<file path="config.mk">
export PLATFORM = sky130hd
export DESIGN_NAME = lc3_mem_seq
export DESIGN_NICKNAME = d
export VERILOG_FILES = /design/src/rtl/lc3_mem_seq.sv
export SDC_FILE = /design/constraint.sdc
export NUM_CORES = 1
export LEC_CHECK = 0
export ABC_CLOCK_PERIOD_IN_PS = 1550
export CORE_ASPECT_RATIO = 2
export CORE_MARGIN = 10
export CORE_UTILIZATION = 25
export DETAILED_ROUTE_END_ITERATION = 10
export PLACE_DENSITY_LB_ADDON = 0.3
export SETUP_SLACK_MARGIN = 0.4
export SLEW_MARGIN = 20
export SYNTH_ARGS = -nofsm -noshare
export SYNTH_HDL_FRONTEND = slang
export SYNTH_SLANG_ARGS = --single-unit
</file>
<file path="constraint.sdc">
create_clock -name CLK -period 1.55 [get_ports CLK]
set_input_delay 0.31 -clock CLK [delete_from_list [all_inputs] [get_ports CLK]]
set_output_delay 0.31 -clock CLK [all_outputs]
set_load 0.01 [all_outputs]
</file>
<file path="src/rtl/lc3_mem_seq.sv">
// Memory-access sequencer for the LC3 MAR/DRAM port.
// Runs one LD/ST/LDI/STI at a time through a Moore FSM; read results land in an internal MDR.
module lc3_mem_seq #(
   parameter int unsigned WIDTH = 16
) (
   input  logic             CLK,
   input  logic             RST_N,
   input  logic             REQ_VALID,
   output logic             REQ_READY,
   input  logic [1:0]       REQ_OP,
   input  logic [WIDTH-1:0] REQ_ADDR,
   input  logic [WIDTH-1:0] REQ_WDATA,
   output logic             RSP_VALID,
   output logic [WIDTH-1:0] RSP_DATA,
   output logic             MAR_LE,
   output logic             MAR_CONTROL,
   output logic             WE,
   output logic [WIDTH-1:0] Y,
   output logic [WIDTH-1:0] RD_DATA,
   input  logic [WIDTH-1:0] DATA
);

   typedef enum logic [2:0] {
      StIdle,
      StSetMar,
      StAccess,
      StPtr,
      StCapture,
      StDone
   } state_t;

   localparam logic [1:0] OpSt  = 2'b01;
   localparam logic [1:0] OpSti = 2'b11;

   state_t           state_q, state_d;
   logic [1:0]       op_q;
   logic [WIDTH-1:0] addr_q;
   logic [WIDTH-1:0] wdata_q;
   logic [WIDTH-1:0] mdr_q;
   logic             ind_q;
   logic             accept;

   assign accept = (state_q == StIdle) && REQ_VALID;

   always_ff @(posedge CLK or negedge RST_N) begin
      if (!RST_N) begin
         state_q <= StIdle;
      end else begin
         state_q <= state_d;
      end
   end

   always_ff @(posedge CLK or negedge RST_N) begin
      if (!RST_N) begin
         op_q    <= 2'b00;
         addr_q  <= '0;
         wdata_q <= '0;
         mdr_q   <= '0;
         ind_q   <= 1'b0;
      end else begin
         if (accept) begin
            op_q    <= REQ_OP;
            addr_q  <= REQ_ADDR;
            wdata_q <= REQ_WDATA;
            ind_q   <= REQ_OP[1];
         end
         if (state_q == StPtr) begin
            ind_q <= 1'b0;
         end
         if (state_q == StCapture) begin
            mdr_q <= DATA;
         end
      end
   end

   always_comb begin
      state_d = state_q;
      unique case (state_q)
         StIdle:    if (REQ_VALID) state_d = StSetMar;
         StSetMar:  state_d = StAccess;
         StAccess: begin
            if (ind_q)         state_d = StPtr;
            else if (op_q[0])  state_d = StDone;
            else               state_d = StCapture;
         end
         StPtr:     state_d = StAccess;
         StCapture: state_d = StDone;
         StDone:    state_d = StIdle;
         default:   state_d = StIdle;
      endcase
   end

   always_comb begin
      REQ_READY   = 1'b0;
      MAR_LE      = 1'b0;
      MAR_CONTROL = 1'b0;
      WE          = 1'b0;
      RSP_VALID   = 1'b0;
      unique case (state_q)
         StIdle:   REQ_READY = 1'b1;
         StSetMar: MAR_LE = 1'b1;
         // The pointer-fetch pass of an STI must not write.
         StAccess: WE = (op_q == OpSt) || ((op_q == OpSti) && !ind_q);
         StPtr: begin
            MAR_LE      = 1'b1;
            MAR_CONTROL = 1'b1;
         end
         StDone:   RSP_VALID = 1'b1;
         default: ;
      endcase
   end

   assign Y        = addr_q;
   assign RD_DATA  = wdata_q;
   assign RSP_DATA = mdr_q;

endmodule
</file>
Yosys cells after proc, flatten, opt, wreduce, memory -nomap -nowiden
Index checks and enable logic that the tools add are counted.
{"block": "op_classes", "n_eq_ne": 8, "n_mux": 11, "reduce_logical": 7}
{"op": "one-hot mux 3 bit (4 select lines)", "count": 1}
{"op": "two-way mux 1 bit", "count": 8}
{"op": "== test 3 x 2 -> 1 bit (second input constant)", "count": 2}
{"op": "== test 3 bit (second input constant)", "count": 2}
{"op": "two-way mux 3 bit", "count": 2}
{"op": "== test 3 x 1 -> 1 bit (second input constant)", "count": 1}
{"op": "logical NOT 3 bit", "count": 1}
{"op": "== test 2 x 1 -> 1 bit (second input constant)", "count": 1}
{"op": "== test 2 bit (second input constant)", "count": 1}
{"op": "logical AND 1 bit", "count": 2}
{"op": "!= test 2 bit (second input constant)", "count": 1}
{"op": "nonzero test 2 bit", "count": 1}
{"op": "OR reduction 2 bit", "count": 1}
{"op": "logical NOT 1 bit", "count": 1}
{"op": "logical OR 1 bit", "count": 1}
{"block": "totals", "ff_bits": 54, "output_inout_bits": 53}

Depth between registers and ports, before layout
Gate-level depths: netlist of the first run.
{"block": "logic_depth", "ltp_word": 4, "ltp_mapped": 6}

Worst setup path before layout of the first run
No wires, ideal clock.
{"block": "synth_timing", "path_kind": "reg-to-reg", "from": "reg state_q[2]", "to": "reg wdata_q[0], in the netlist RD_DATA[0]", "setup_ns": 0.125, "t_arrival_ns": 1.432, "setup_slack_ns": -0.007, "stages_incl_launch_ff": 7, "n_path_buf": 3, "period_less_slack_ns": 1.557, "path_cell_list": "dfrtp_1 -> buf_6 -> nor3_4 -> and2_4 -> buf_12 -> buf_12 -> mux2_4"}
{"block": "synth_via", "elab_chain_len": 2}
{"item": "start, declared", "line_no": "35", "source": "state_t state_q, state_d;"}
{"item": "start signal, assigned", "line_no": "47", "source": "state_q <= StIdle;"}
{"item": "start signal, assigned", "line_no": "49", "source": "state_q <= state_d;"}
{"item": "logical NOT 3 bit", "line_no": "43", "source": "assign accept = (state_q == StIdle) && REQ_VALID;"}
{"item": "logical AND 1 bit", "line_no": "43"}
{"item": "end signal, assigned", "line_no": "57", "source": "wdata_q <= '0;"}
{"item": "end signal, assigned", "line_no": "64", "source": "wdata_q <= REQ_WDATA;"}
{"item": "end, declared", "line_no": "38", "source": "logic [WIDTH-1:0] wdata_q;"}
No other way between the ends.
A chain may end at the register's enable or synchronous reset.

Worst setup path in the final report of the first run
{"block": "layout_timing", "from": "reg state_q[0]", "to": "reg addr_q[2], in the netlist Y[2]"}
{"block": "layout_via", "elab_chain_len": 2}
{"item": "logical NOT 3 bit", "line_no": "43"}
{"item": "logical AND 1 bit", "line_no": "43"}
{"item": "end signal, assigned", "line_no": "56", "source": "addr_q <= '0;"}
{"item": "end signal, assigned", "line_no": "63", "source": "addr_q <= REQ_ADDR;"}
{"item": "end, declared", "line_no": "37", "source": "logic [WIDTH-1:0] addr_q;"}
No other way between the ends.

==> metrics.txt, run 1 <==
Worst R2R End=Y[2]$_DFFE_PN0P_; Routed Antenna Nets=0; Total Routing Usage GR=9.36%; clock tree buffer depth=2; CP endpoint kind=flop; Clock Latency Late Sink=290 ps; initial antenna violation count=0; via/cell ratio=4.24; Die Y=156 microns; R2R setup slack=-40 ps; layout cells sized above 1=56.7%; Setup WS pre-CTS=-89.6 ps; Fin. Hold Viols=1; CP arrival=1760 ps; # diodes=0; die extent in x=87.8 microns; sequential-to-total area share from yosys stat=58.8%; most common cell after layout, fill and taps aside=dfrtp_1; Slew HR=80.2%; Tightest Hold Check Type=in -> async; worst setup path class=reg -> reg; cts hold-fix bufs=0; largest net degree at the start of global routing=55; Placeable Area=0.00901 sq mm; Final Max Slew Viols=0; Syn Nets=189; R2R cell count=5; total power=7.75 mW; synthesized flop and latch total=54; Worst Slack Setup Final=-36.4 ps; worst slew pin tran=297 ps; DPL Wire Length=4930 microns; crit share post-route=102%; Ports=106; total number of vias=1,599; Starting Density=25.5%; Routed WL=6580 microns; status=finished, violations left; first-pass GRT wire length=10,000 microns; Peak VDD IR=0.735 mV; Die Area=0.0137 sq mm; Max Fclk=630 MHz; GR Overflow Total=0; Final GP Congestion=0.718; Core Rows=49; Leak=1.75 nW; Final Setup Violations=16; yosys warns=0; drt drc=0; most frequent cells in the layout=52 x dfrtp_1, 51 x clkdlybuf4s50_1, 47 x mux2_4, 36 x buf_2, 27 x buf_4; H-tree depth=2; Max Cap Violations=0; Layout area overhead=62.8%; worst endpoint required time=1720 ps; Final nets=327; r2r startpoint=state_q[0]$_DFFE_PN0P_; Synth Instances=136; synthesized area=0.00230 sq mm; Unique masters post-synth=22; CTS Buf Count=5; worst-case clock skew=5.74 ps; Final min period=1590 ps; vias in the first global route=1,743; WL/cell=17.5 microns; Power Dens Cells=2070 mW/mm^2; maximum fanout along the worst path=15; Clock Sinks=54; I/O Buffers=105; clock slew at reported path FFs=70 ps; RSZ-0062 raised after global routing=yes; failing checks=negative hold slack, negative setup slack; Hold WS=-3.74 ps; fillers=875; clock root cell=clkbuf_16; crit start category=flop; syn avg cell area=16.9 sq um; Detailed Routing Iterations Pass 1=4; DRT iter0 DRCs=50; TritonCTS clock tree=yes
## synthesized netlist by cell type
cell type | number | area [sq um]
a32oi_1 | 1 | 8.76
nand3_1 | 1 | 5.00
a21oi_1 | 4 | 20.0
nor2_4 | 1 | 11.3
inv_1 | 2 | 7.51
nor3_4 | 1 | 16.3
o21ai_0 | 1 | 5.00
buf_6 | 2 | 22.5
buf_12 | 4 | 80.1
mux2_4 | 30 | 450
and2_4 | 1 | 8.76
o21bai_1 | 1 | 7.51
nor2b_1 | 1 | 6.26
o2bb2ai_1 | 1 | 8.76
nand2_1 | 1 | 3.75
o211ai_1 | 1 | 7.51
nor2_1 | 5 | 18.8
and3_1 | 1 | 6.26
nand2b_4 | 1 | 13.8
buf_4 | 2 | 15.0
mux2_2 | 20 | 225
dfrtp_1 | 54 | 1350
## state kept, by name (all words and copies together), names as in the netlist
register,cells
RSP_DATA,16
ind_q,1
op_q,2
state_q,3
Y,16
RD_DATA,16
## critical path, stage by stage (launching register included)
cell	delay (ps)
dfrtp_1	430
buf_6	150
nor3_4	160
and2_4	210
buf_12	170
mux2_2	340
## cell type report
class	instances	area (sq um)	area share [%]
flip-flops and latches	54	1350	36.2
inverters	2	7.51	0.201
clock buffers	6	139	3.71
clock inverters	2	12.5	0.334
well taps	102	128	3.41
multi-input cells	72	893	23.9
repair buffers	139	1210	32.3
## routing by layer
layer / part of all wire, % / wire, microns / up-vias / GRT usage, %
met2: 57 / 3740 / 59 / 17.2
li1: - / - / 746 / -
met1: 34 / 2240 / 786 / 9.11
met4: 1.9 / 123 / 0 / 4.35
met3: 7.2 / 474 / 8 / 2.67
met5: 0 / 0 / - / 0
## cell families (layout without fill, tap and decap cells)
family                 count (synthesis)  after routing  synth area share, %
AOI/OAI and AO/OA                      9              9                 2.50
buffers and inverters                 10            149                 5.44
DFF                                   54             54                 58.8
muxes                                 50             50                 29.4
and+or+nand+nor                       13             13                 3.92
## power breakdown
group / switching [mW] / internal (mW) / leakage (nW)
logic: 1.44 / 2.58 / 1.04
registers: 0.454 / 2.14 / 0.635
clock network: 0.500 / 0.641 / 0.0729
total: 2.40 / 5.36 / 1.75
## worst max-delay path by stage
| stage | slack, ps | from | depth (start not counted) | to |
|---|---|---|---|---|
| 3_5_place_dp | -90 | REQ_VALID | 4 | Y[1]$_DFFE_PN0P_ |
| 3_3_place_gp | -70 | REQ_VALID | 4 | Y[0]$_DFFE_PN0P_ |
| 5_1_grt | -100 | state_q[0]$_DFFE_PN0P_ | 5 | Y[0]$_DFFE_PN0P_ |
| 2_1_floorplan | -6 | state_q[1]$_DFFE_PN0P_ | 6 | RD_DATA[0]$_DFFE_PN0P_ |
| 4_1_cts | -50 | state_q[0]$_DFFE_PN0P_ | 5 | Y[2]$_DFFE_PN0P_ |
| 6_report | -40 | state_q[0]$_DFFE_PN0P_ | 5 | Y[2]$_DFFE_PN0P_ |
## through the flow
stage	setup TNS, ps	std cells	utilization, %	cell area (sq um)	hold slack [ps]
after floorplan	-183	136	-	2380	14.4
after global placement	-1450	351	39.9	3590	332
after detailed placement	-1990	351	39.9	3590	331
after CTS	-706	362	39.1	3530	12.4
after global routing	-2400	377	41.5	3740	21.3
final	-205	377	41.5	3740	-3.74
## repair_timing
| action | CTS | global route |
|---|---|---|
| setup endpoints to repair | 103 | 91 |
| buffers inserted | 3 | 15 |
| pin swaps | 4 | 1 |
| endpoints found under the hold margin | 0 | 0 |
| gates resized for setup | 219 | 18 |
(Power assumes the default switching activity.)
==> inputs of run 2 (changes only) <==
- CORE_MARGIN: 10 -> 2
- SLEW_MARGIN: 20 -> 25
==> run 2 against run 1 <==
Compared with the run above: the flow still finishes with violations (negative hold slack, negative setup slack); cell count increased by 4.8%; worst setup slack got worse by 42 ps; via count increased by 5.2%; register-to-register slack got worse by 40 ps; largest cell class is now buffers; total power increased by 7.6%; clock power increased by 12%; critical path depth unchanged; sequential share of layout area decreased by 2.1 points; non-clock buffer count increased by 17; cell area increased by 6.0%; highest routed layer unchanged; count of clock-buffer cells in the layout unchanged; clock skew decreased by 0.97 ps.
==> metrics.txt, run 2 (same netlist as run 1, synthesis figures left out) <==
most common cell after layout, fill and taps aside=dfrtp_1; largest net degree at the start of global routing=55; CP max stage cell=dfrtp_2; clock tree buffer depth=2; Clock Latency Late Sink=290 ps; RSZ-0062 raised after global routing=yes; worst slew pin tran=310 ps; DRT iter0 DRCs=50; Final Max Slew Viols=0; Final nets=345; worst-case clock skew=4.77 ps; Worst R2R End=RD_DATA[10]$_DFFE_PN0P_; Max Fclk=614 MHz; Placeable Area=0.00895 sq mm; total power=8.35 mW; DPL Wire Length=4320 microns; first-pass GRT wire length=9580 microns; worst endpoint required time=1730 ps; clock root cell=clkbuf_16; R2R setup slack=-80 ps; GR Overflow Total=0; r2r startpoint=state_q[1]$_DFFE_PN0P_; Clock power frac=15.4%; Detailed Routing Iterations Pass 1=4; # diodes=0; Final Setup Violations=53; initial antenna violation count=0; Bufs and invs on worst path=2; delay of the slowest critical-path stage=410 ps; Seq pwr share=30.6%; Core Rows=49; Setup WS pre-CTS=-83.8 ps; via/cell ratio=4.26; crit share post-route=105%; CP arrival=1810 ps; Psw=2.53 mW; Peak VDD IR=0.950 mV; clock slew at reported path FFs=70 ps; crit-path cells=buf_4 > nor3_4 > and2_4 > clkbuf_16 > mux2_4; status=finished, violations left; fillers=839; Slew HR=79.4%; CTS Buf Count=5; Die Area=0.0100 sq mm; Fin. Hold Viols=2; dpl cells=355; Routed WL=6280 microns; Hold WS=-0.882 ps; TritonCTS clock tree=yes; maximum fanout along the worst path=6; die extent in x=71.8 microns; Final GP Congestion=0.776; Max Cap Violations=0; worst setup path class=reg -> reg; WL/cell=15.9 microns; sw frac=30.3%; Worst Slack Setup Final=-78.7 ps; Leak=1.87 nW; Starting Density=25.7%; combinational power share=54.0%; H-tree depth=2; CP endpoint kind=flop; Die Y=140 microns; layout cells sized above 1=59.7%; R2R cell count=5; crit start category=flop; internal power=5.82 mW; Layout area overhead=72.6%; Power Dens Cells=2100 mW/mm^2; Total Routing Usage GR=12.8%; Tightest Hold Check Type=in -> async; Clock Sinks=54; Ports=106; most frequent cells in the layout=53 x dfrtp_1, 51 x clkdlybuf4s50_1, 49 x mux2_4, 37 x buf_4, 36 x buf_2; total number of vias=1,682; I/O Buffers=105; Final min period=1630 ps; number of cells in the finished layout apart from fillers=395; Routed Antenna Nets=0; failing checks=negative hold slack, negative setup slack; vias in the first global route=1,822; drt drc=0; Top Family by Delay on Critical Path=simple AND/OR/NAND/NOR gates; cts hold-fix bufs=0
-- run 2: how the worst max path moves through the flow --
stage / depth (start not counted) / slack, ps / to / start
floorplan: 6 / -6 / RD_DATA[0]$_DFFE_PN0P_ / state_q[1]$_DFFE_PN0P_
global route: 5 / -130 / RD_DATA[7]$_DFFE_PN0P_ / state_q[1]$_DFFE_PN0P_
detailed placement: 4 / -80 / RD_DATA[8]$_DFFE_PN0P_ / REQ_VALID
finish: 5 / -80 / RD_DATA[10]$_DFFE_PN0P_ / state_q[1]$_DFFE_PN0P_
CTS: 6 / -90 / RD_DATA[8]$_DFFE_PN0P_ / state_q[0]$_DFFE_PN0P_
global placement: 4 / -70 / RD_DATA[2]$_DFFE_PN0P_ / REQ_VALID
-- run 2: power groups by stage --
| stage | combinational [mW] | sequential [mW] | clock, mW |
|---|---|---|---|
| floorplan | 1.91 | 2.83 | 0 |
| global placement | 4.09 | 2.56 | 0 |
| detailed placement | 4.14 | 2.56 | 0 |
| CTS | 3.97 | 2.52 | 1.34 |
| global route | 4.79 | 2.64 | 1.39 |
| finish | 4.51 | 2.56 | 1.28 |
-- run 2: final cells by class --
class | instances | area [sq um] | area share, %
tap | 102 | 128 | 3.22
clock inverter | 2 | 37.5 | 0.946
timing repair buffer | 156 | 1390 | 35.1
sequential | 54 | 1350 | 34.1
multi-input combinational | 73 | 923 | 23.3
clock buffer | 6 | 129 | 3.25
inverter | 2 | 7.51 | 0.189
-- run 2: timing repair --
item                                    in CTS  in global routing
gates resized for setup                    230                 21
cloned                                       0                  3
pin swaps                                    2                  3
buffers inserted                            17                 12
endpoints found under the setup margin     103                 95
-- run 2: per-stage QoR --
step                      cell area [sq um]  setup TNS [ps]  util (%)  hold WS (ps)
after floorplan                        2380            -183         -          14.4
after global placement                 3620           -2070      40.5           331
after detailed placement               3620           -2470      40.5           334
after CTS                              3720           -2920      41.5          12.6
after global routing                   3970           -4980      44.3          7.74
final                                  3970           -2120      44.3        -0.882
-- run 2: per-layer routing --
metal,global-route usage [%],vias to the layer above,wire (microns)
li1,-,785,-
met1,12.7,821,2170
met2,23.8,62,3590
met3,2.97,14,311
met4,6.65,0,218
met5,0,-,0
-- run 2: worst reg2reg max path, delay by kind of cell (launching register included) --
family	cells	cell delay (ps)
buffers and inverters	2	350
flip-flops	1	410
multiplexers	1	290
AND/OR/NAND/NOR	2	470
